File: config.mk
export PLATFORM = sky130hd
export DESIGN_NAME = spi_mem_bridge
export DESIGN_NICKNAME = d
export VERILOG_FILES = /design/src/rtl/spi_mem_bridge.sv
export SDC_FILE = /design/constraint.sdc
export NUM_CORES = 1
export LEC_CHECK = 0
export CAP_MARGIN = 0
export CORE_ASPECT_RATIO = 1.2
export CORE_MARGIN = 1.5
export CORE_UTILIZATION = 47
export CTS_BUF_LIST = sky130_fd_sc_hd__clkbuf_8
export DETAILED_ROUTE_END_ITERATION = 6
export HOLD_SLACK_MARGIN = 0.06
export PLACE_DENSITY = 0.76
export SLEW_MARGIN = 20
export SYNTH_ARGS = -nofsm -noshare
export SYNTH_HDL_FRONTEND = slang
export SYNTH_SLANG_ARGS = --single-unit
File: constraint.sdc
create_clock -name clk -period 3 [get_ports clk]
set_input_delay 0.6 -clock clk [delete_from_list [all_inputs] [get_ports clk]]
set_output_delay 0.6 -clock clk [all_outputs]
set_load 0.03 [all_outputs]
File: src/rtl/spi_mem_bridge.sv
// spi_mem_bridge: turns framed SPI bytes into req/ack memory read/write commands.
// Optional build macro SPI_MEM_BRIDGE_STATUS_EN adds the 8'h8F status-byte command.
module spi_mem_bridge #(
    parameter int         ADDR_W      = 16,
    parameter int         DATA_W      = 16,
    parameter int         NUM_TARGETS = 2,
    parameter logic [7:0] IDLE_BYTE   = 8'h81
) (
    input  logic              clk,
    input  logic              reset_i,
    input  logic              cs_n_i,
    input  logic              rx_strobe_i,
    input  logic [7:0]        rx_byte_i,
    input  logic              tx_strobe_i,
    output logic [7:0]        tx_byte_o,
    output logic              mem_req_o,
    output logic              mem_wr_o,
    output logic [2:0]        mem_target_o,
    output logic [ADDR_W-1:0] mem_addr_o,
    output logic [DATA_W-1:0] mem_wdata_o,
    input  logic              mem_ack_i,
    input  logic [DATA_W-1:0] mem_rdata_i,
    output logic              err_o
);
    // state    | meaning
    // S_CMD    | waiting for the command byte of a frame
    // S_ADDR   | shifting in the start address, MSB first
    // S_WDATA  | assembling write words, one request per word
    // S_RDATA  | streaming read words out with one-word prefetch
    // S_DRAIN  | ignoring the rest of the frame
    // S_STATUS | status byte presented on tx (status build only)

    localparam int         ADDR_BYTES = (ADDR_W + 7) / 8;
    localparam int         DATA_BYTES = DATA_W / 8;
    localparam logic [2:0] ADDR_LAST  = 3'(ADDR_BYTES - 1);
    localparam logic [2:0] DATA_LAST  = 3'(DATA_BYTES - 1);
    localparam logic [2:0] DATA_FULL  = 3'(DATA_BYTES);
    localparam logic [3:0] TGT_LIMIT  = 4'(NUM_TARGETS);

    typedef enum logic [2:0] {S_CMD, S_ADDR, S_WDATA, S_RDATA, S_DRAIN, S_STATUS} state_t;

    state_t            state, state_nxt;
    logic              is_read;
    logic [2:0]        target;
    logic [ADDR_W-1:0] addr;
    logic [2:0]        byte_cnt;
    logic [DATA_W-1:0] wbuf;
    logic              req, req_wr, req_live;
    logic [2:0]        req_target;
    logic [ADDR_W-1:0] req_addr;
    logic [DATA_W-1:0] req_wdata;
    logic [DATA_W-1:0] tx_shift, rbuf;
    logic [2:0]        tx_cnt;
    logic              rbuf_valid, rd_want;
    logic              overrun, bad_target;

    logic [ADDR_W-1:0] addr_shift;
    logic [DATA_W-1:0] wdata_shift;
    logic cmd_bad, rx_cmd, rx_addr, rx_addr_last, rx_wdata, word_done;
    logic ack_live, rd_ack, tx_pop, tx_free, rd_issue;

    assign addr_shift   = ADDR_W'({addr, rx_byte_i});
    assign wdata_shift  = DATA_W'({wbuf, rx_byte_i});
    assign cmd_bad      = ({1'b0, rx_byte_i[6:4]} >= TGT_LIMIT);
    assign rx_cmd       = rx_strobe_i && !cs_n_i && (state == S_CMD);
    assign rx_addr      = rx_strobe_i && !cs_n_i && (state == S_ADDR);
    assign rx_addr_last = rx_addr && (byte_cnt == ADDR_LAST);
    assign rx_wdata     = rx_strobe_i && !cs_n_i && (state == S_WDATA);
    assign word_done    = rx_wdata && (byte_cnt == DATA_LAST);
    // Acks of requests left over from an earlier frame only retire the request.
    assign ack_live     = mem_ack_i && req && req_live && !cs_n_i;
    assign rd_ack       = ack_live && !req_wr;
    assign tx_pop       = tx_strobe_i && (tx_cnt != 3'd0);
    assign tx_free      = (tx_cnt == 3'd0) || (tx_pop && (tx_cnt == 3'd1));
    assign rd_issue     = (state == S_RDATA) && rd_want && !req && !rbuf_valid && !cs_n_i;

    always_ff @(posedge clk) begin
        if (reset_i) state <= S_CMD;
        else         state <= state_nxt;
    end

    always_comb begin
        state_nxt = state;
        if (cs_n_i) begin
            state_nxt = S_CMD;
        end else begin
            case (state)
                S_CMD: if (rx_strobe_i) begin
                    if (cmd_bad) state_nxt = S_DRAIN;
`ifdef SPI_MEM_BRIDGE_STATUS_EN
                    else if (rx_byte_i == 8'h8F) state_nxt = S_STATUS;
`endif
                    else state_nxt = S_ADDR;
                end
                S_ADDR:   if (rx_strobe_i && (byte_cnt == ADDR_LAST))
                              state_nxt = is_read ? S_RDATA : S_WDATA;
                S_STATUS: if (tx_strobe_i) state_nxt = S_DRAIN;
                default:  ;
            endcase
        end
    end

    always_ff @(posedge clk) begin
        if (reset_i) begin
            is_read    <= 1'b0;
            target     <= '0;
            addr       <= '0;
            byte_cnt   <= '0;
            wbuf       <= '0;
            req        <= 1'b0;
            req_wr     <= 1'b0;
            req_live   <= 1'b0;
            req_target <= '0;
            req_addr   <= '0;
            req_wdata  <= '0;
            tx_shift   <= '0;
            tx_cnt     <= '0;
            rbuf       <= '0;
            rbuf_valid <= 1'b0;
            rd_want    <= 1'b0;
            overrun    <= 1'b0;
            bad_target <= 1'b0;
        end else begin
            if (mem_ack_i && req) req <= 1'b0;
            if (ack_live) addr <= addr + ADDR_W'(1);
            if (rd_ack) rd_want <= 1'b1;

            if (rx_cmd) begin
                is_read  <= rx_byte_i[7];
                target   <= rx_byte_i[6:4];
                byte_cnt <= '0;
                if (cmd_bad) bad_target <= 1'b1;
            end

            if (rx_addr) begin
                addr     <= addr_shift;
                byte_cnt <= rx_addr_last ? 3'd0 : byte_cnt + 3'd1;
                if (rx_addr_last && is_read) begin
                    // A stale request from the previous frame must finish first.
                    if (req) begin
                        rd_want <= 1'b1;
                    end else begin
                        req        <= 1'b1;
                        req_wr     <= 1'b0;
                        req_addr   <= addr_shift;
                        req_target <= target;
                        req_live   <= 1'b1;
                    end
                end
            end

            if (rx_wdata) begin
                wbuf     <= wdata_shift;
                byte_cnt <= word_done ? 3'd0 : byte_cnt + 3'd1;
                if (word_done) begin
                    if (req) begin
                        overrun <= 1'b1;
                    end else begin
                        req        <= 1'b1;
                        req_wr     <= 1'b1;
                        req_addr   <= addr;
                        req_wdata  <= wdata_shift;
                        req_target <= target;
                        req_live   <= 1'b1;
                    end
                end
            end

            if (rd_issue) begin
                req        <= 1'b1;
                req_wr     <= 1'b0;
                req_addr   <= addr;
                req_target <= target;
                req_live   <= 1'b1;
                rd_want    <= 1'b0;
            end

            if (tx_pop) begin
                tx_shift <= tx_shift << 8;
                tx_cnt   <= tx_cnt - 3'd1;
            end
            if (tx_free && rbuf_valid) begin
                tx_shift   <= rbuf;
                tx_cnt     <= DATA_FULL;
                rbuf_valid <= 1'b0;
            end
            if (rd_ack) begin
                if (tx_free && !rbuf_valid) begin
                    tx_shift <= mem_rdata_i;
                    tx_cnt   <= DATA_FULL;
                end else begin
                    rbuf       <= mem_rdata_i;
                    rbuf_valid <= 1'b1;
                end
            end

`ifdef SPI_MEM_BRIDGE_STATUS_EN
            if ((state == S_STATUS) && tx_strobe_i && !cs_n_i) begin
                overrun    <= 1'b0;
                bad_target <= 1'b0;
            end
`endif

            if (cs_n_i) begin
                byte_cnt   <= '0;
                tx_cnt     <= '0;
                rbuf_valid <= 1'b0;
                rd_want    <= 1'b0;
                req_live   <= 1'b0;
            end
        end
    end

    always_comb begin
        tx_byte_o = IDLE_BYTE;
        if (tx_cnt != 3'd0) tx_byte_o = tx_shift[DATA_W-1 -: 8];
`ifdef SPI_MEM_BRIDGE_STATUS_EN
        if (state == S_STATUS) tx_byte_o = {overrun, bad_target, req, 5'b0};
`endif
    end

    assign mem_req_o    = req;
    assign mem_wr_o     = req_wr;
    assign mem_target_o = req_target;
    assign mem_addr_o   = req_addr;
    assign mem_wdata_o  = req_wdata;
    assign err_o        = overrun | bad_target;

endmodule

==> flow_results.org <==
** Drt
- Detailed-route wire length :: 12900 um
- Wire segments on met3 add up to 673 um in the final route.
- Highest metal layer used by the detailed router :: met4
- Detail-routed net length per standard cell :: 16.2 um
- Via Count :: 4557
- DRC marker count from the first detailed-route iteration :: 251
- After detailed routing, the number of vias per cell comes to 5.72.
- Length of the first detailed-routing pass in iterations :: 4
- In this run the remaining antenna-violating nets after routing total 0.
- After detailed routing, the number of remaining DRC violations is 0.
- For this block, wires on met1 add up to 5430 um.
- Detailed routing placed a total of 6450 um of wire on met2.

** Synth
- Yosys printed 0 warnings.
- Most frequent cell after synthesis :: sky130_fd_sc_hd__dfxtp_1
- Averaged over all synthesized cells, the footprint is 8.48 um2.
- Yosys top cell by area :: sky130_fd_sc_hd__dfxtp_1
- Count of flip-flops with a built-in enable after synthesis :: 0
- Distinct cell type count after synthesis :: 54
- Synthesis produced a netlist with a net count of 631.
- Ranking of synthesized cells by instance count :: sky130_fd_sc_hd__dfxtp_1, sky130_fd_sc_hd__nand2_1, sky130_fd_sc_hd__nor2_1
- Synth async-reset ratio :: 0%
- The most used flip-flop cell after synthesis is sky130_fd_sc_hd__dfxtp_1.
- Synthesis inferred 111 register bits.
- Biggest area contributors in the synthesized netlist :: sky130_fd_sc_hd__dfxtp_1, sky130_fd_sc_hd__mux2i_1, sky130_fd_sc_hd__nand2_1
- Sequential share of the synthesized area :: 44.1%
- Post-Syn Area :: 5040 um2
- Number of instances in the synthesized netlist :: 595
- Share of Yosys cell area claimed by the top area cell type :: 44.1%

** Global routing
- Vias in the first global route :: 4372
- Wire length of the first global-routing pass :: 21100 um
- Antenna violations before repair :: 0
- Largest net degree at the start of global routing :: 66
- For this run the aggregate overflow at the end of global routing stands at 0.
- Global routing used 23.2% of the available tracks.

** Clocking
- Buffers added to address setup during post-CTS repair amount to 0.
- The clock drives 111 sinks.
- Worst skew pair latency :: 0.39 ns
- TritonCTS clock tree :: yes
- TritonCTS Buffers :: 9
- Gates resized, CTS repair :: 0
- Clock-pin slew on the worst setup and hold paths :: 0.11 ns
- Htree depth :: 3
- The number of hold buffers added after CTS was 0.
- Cell at the root of the clock tree :: sky130_fd_sc_hd__clkbuf_8
- The clock passes through at most 2 buffers.

** Setup path
- For flop-to-flop paths, the worst setup slack is 0.76 ns.
- CP arrival :: 2.22 ns
- The worst setup path is captured at a primary output.
- Launching point of the worst reg2reg path :: state[1]
- The critical path starts at tx_cnt[0].
- Cell depth of the worst flop-to-flop path :: 6
- Following the worst setup path forward leads to its endpoint at tx_byte_o[4].
- Classification of the worst setup path :: register to primary output
- Critical Path RT :: 2.40 ns
- Biggest fanout along the worst timing path :: 10
- CP startpoint kind :: register
- In this run the critical register-to-register path is captured at mem_addr_o[12].

** Floorplanning
- After floorplanning, the core was sized to cover 10500 um2.
- After floorplanning, the core was divided into 41 placement rows.
- Die Area :: 11400 um2
- During I/O placement, the number of pins put on the boundary was 76.
- Measured along the x axis, the die boundary spans 97.6 um.
- Initial Utilization :: 48.2%
- The die is 116 um tall.

** Timing
- Setup total negative slack on the finished layout was measured at 0 ns.
- In this run the tightest slew margin relative to its limit is 53.2%.
- Setup repair after global routing missed its margin :: false
- Final hold slack :: 0.457 ns
- Final Critical Period :: 2.82 ns
- Max frequency :: 355 MHz
- Setup WS post-layout :: 0.184 ns
- The final critical path takes up 93.9% of the cycle.
- Final Setup Violations :: 0
- Worst-Margin Slew :: 0.702 ns
- Worst Skew :: 0.0171 ns
- Final-report hold violation count :: 0
- The number of max-slew violations in the final report came to 0.

** Finish
- Cells with a size suffix above 1 make up 8.10% of the layout.
- After the last flow step, the layout net total stands at 698.
- Antenna cells :: 0
- Cells fill 58.7% of the core in the end.
- The layout has 945 filler cells.
- From synthesis to final layout, the design area changed by 21.9%.

** Run
- Max-cap violations :: 0

** Placement
- The count of buffers added on input and output ports is 75.
- At the end of routability-driven placement, the weighted congestion stood at 0.877.
- At the placement stage, the worst setup path has a slack of 0.209 ns.
- Detailed-placement wirelength estimate :: 9130 um

** Min path
- The min-delay analysis places its worst path in the category register to register.

** Power
- Leakage dissipation :: 2.19 nW
- Combinational logic is responsible for 4.7% of the overall power.
- Per report_power, the clock group accounts for 37.4% of the total.
- For this design the total switching power over the nets is 614 uW.
- Peak ir drop on the vdd network :: 0.000282 V
- Registers are responsible for 57.9% of the overall power.
- Sw Share :: 23.9%
- For this design the ratio of total power to cell area is 418 nW/um2.
- The internal portion of the total power is 1.95 mW.

** Run status
- The flow ran to the end, and the final reports show no timing, DRC or antenna violations.
## registers in the layout (all words and copies together) (netlist names), 8 cells and up, named ones only
name / flops
mem_addr_o: 16
mem_wdata_o: 16
wbuf: 8
rbuf: 16
addr: 16
tx_shift: 16
## per-stage QoR
stage / instance area [um2] / total power [mW] / cells
detailed placement: 5930 / 1.64 / 780
finish: 6150 / 2.57 / 796
global placement: 5930 / 1.64 / 780
CTS: 6150 / 2.57 / 796
global route: 6150 / 2.65 / 796
floorplan: 5040 / 1.57 / 595
## layout by cell type (no fill, tap or decap), types with 3 or more instances in the layout
cell type and n:
sky130_fd_sc_hd__nor3_1 6, sky130_fd_sc_hd__o21ai_0 8, sky130_fd_sc_hd__and2_1 8, sky130_fd_sc_hd__and3_1 3, sky130_fd_sc_hd__a22o_1 3, sky130_fd_sc_hd__inv_1 9, sky130_fd_sc_hd__nand4_1 4, sky130_fd_sc_hd__mux2i_1 39
sky130_fd_sc_hd__a311oi_1 11, sky130_fd_sc_hd__a21oi_1 57, sky130_fd_sc_hd__nand2_1 92, sky130_fd_sc_hd__dfxtp_1 111, sky130_fd_sc_hd__clkdlybuf4s50_1 74, sky130_fd_sc_hd__a211oi_1 19, sky130_fd_sc_hd__or3_1 4, sky130_fd_sc_hd__mux2_2 3
sky130_fd_sc_hd__clkbuf_8 10, sky130_fd_sc_hd__buf_4 20, sky130_fd_sc_hd__xnor2_1 5, sky130_fd_sc_hd__or2_2 3, sky130_fd_sc_hd__nand2b_1 9, sky130_fd_sc_hd__xor2_1 10, sky130_fd_sc_hd__ha_1 6, sky130_fd_sc_hd__a211o_1 8
sky130_fd_sc_hd__a22oi_1 9, sky130_fd_sc_hd__nand3_1 18, sky130_fd_sc_hd__nor2b_1 5, sky130_fd_sc_hd__nor2_1 73
## cell type report
class / instances / area (um2) / share of cell area [%]
Clock buffer: 10 / 138 / 2.24
Multi-Input combinational cell: 436 / 2620 / 42.6
Inverter: 9 / 33.8 / 0.550
Timing Repair Buffer: 95 / 896 / 14.6
Tap cell: 129 / 161 / 2.63
Sequential cell: 111 / 2220 / 36.1
Clock inverter: 6 / 77.6 / 1.26
## worst min-delay path by stage
| stage | from | end | slack [ns] | cells past startpoint |
|---|---|---|---|---|
| floorplan | overrun | overrun | 0.43 | 2 |
| global route | wbuf[4] | mem_wdata_o[12] | 0.48 | 2 |
| detailed placement | wbuf[1] | mem_wdata_o[9] | 0.45 | 2 |
| finish | wbuf[4] | mem_wdata_o[12] | 0.46 | 2 |
| global placement | bad_target | bad_target | 0.44 | 2 |
| CTS | wbuf[4] | mem_wdata_o[12] | 0.46 | 2 |
## power groups by stage
| stage | clock (mW) | sequential (mW) | combinational, mW |
|---|---|---|---|
| 6_report | 0.961 | 1.49 | 0.120 |
| 3_5_place_dp | 0 | 1.52 | 0.118 |
| 5_1_grt | 1.04 | 1.49 | 0.128 |
| 2_1_floorplan | 0 | 1.52 | 0.0513 |
| 3_3_place_gp | 0 | 1.52 | 0.116 |
| 4_1_cts | 0.968 | 1.49 | 0.119 |
## logic make-up after synthesis
group / count (synthesis) / share of synthesized area [%]
buffers and inverters: 48 / 4.02
AND/OR/NAND/NOR: 246 / 23.0
XOR/XNOR: 15 / 2.60
flip-flops: 111 / 44.1
AO/OA/AOI/OAI: 126 / 16.2
adder cells (fa/ha/maj): 7 / 1.69
multiplexers: 42 / 8.41
## worst max-delay path, cell delays in order (launching register included)
cell	delay (ns)
sky130_fd_sc_hd__dfxtp_1	0.36
sky130_fd_sc_hd__inv_1	0.09
sky130_fd_sc_hd__ha_1	0.23
sky130_fd_sc_hd__nand2b_1	0.29
sky130_fd_sc_hd__and2_1	0.20
sky130_fd_sc_hd__clkdlybuf4s50_1	0.67
## per-layer routing
layer	global-route usage, %	up-vias
met5	0	-
met4	9.52	0
met2	40.8	112
met1	27.9	2201
met3	4.43	29
li1	-	2215
(Power assumes the default switching activity.)
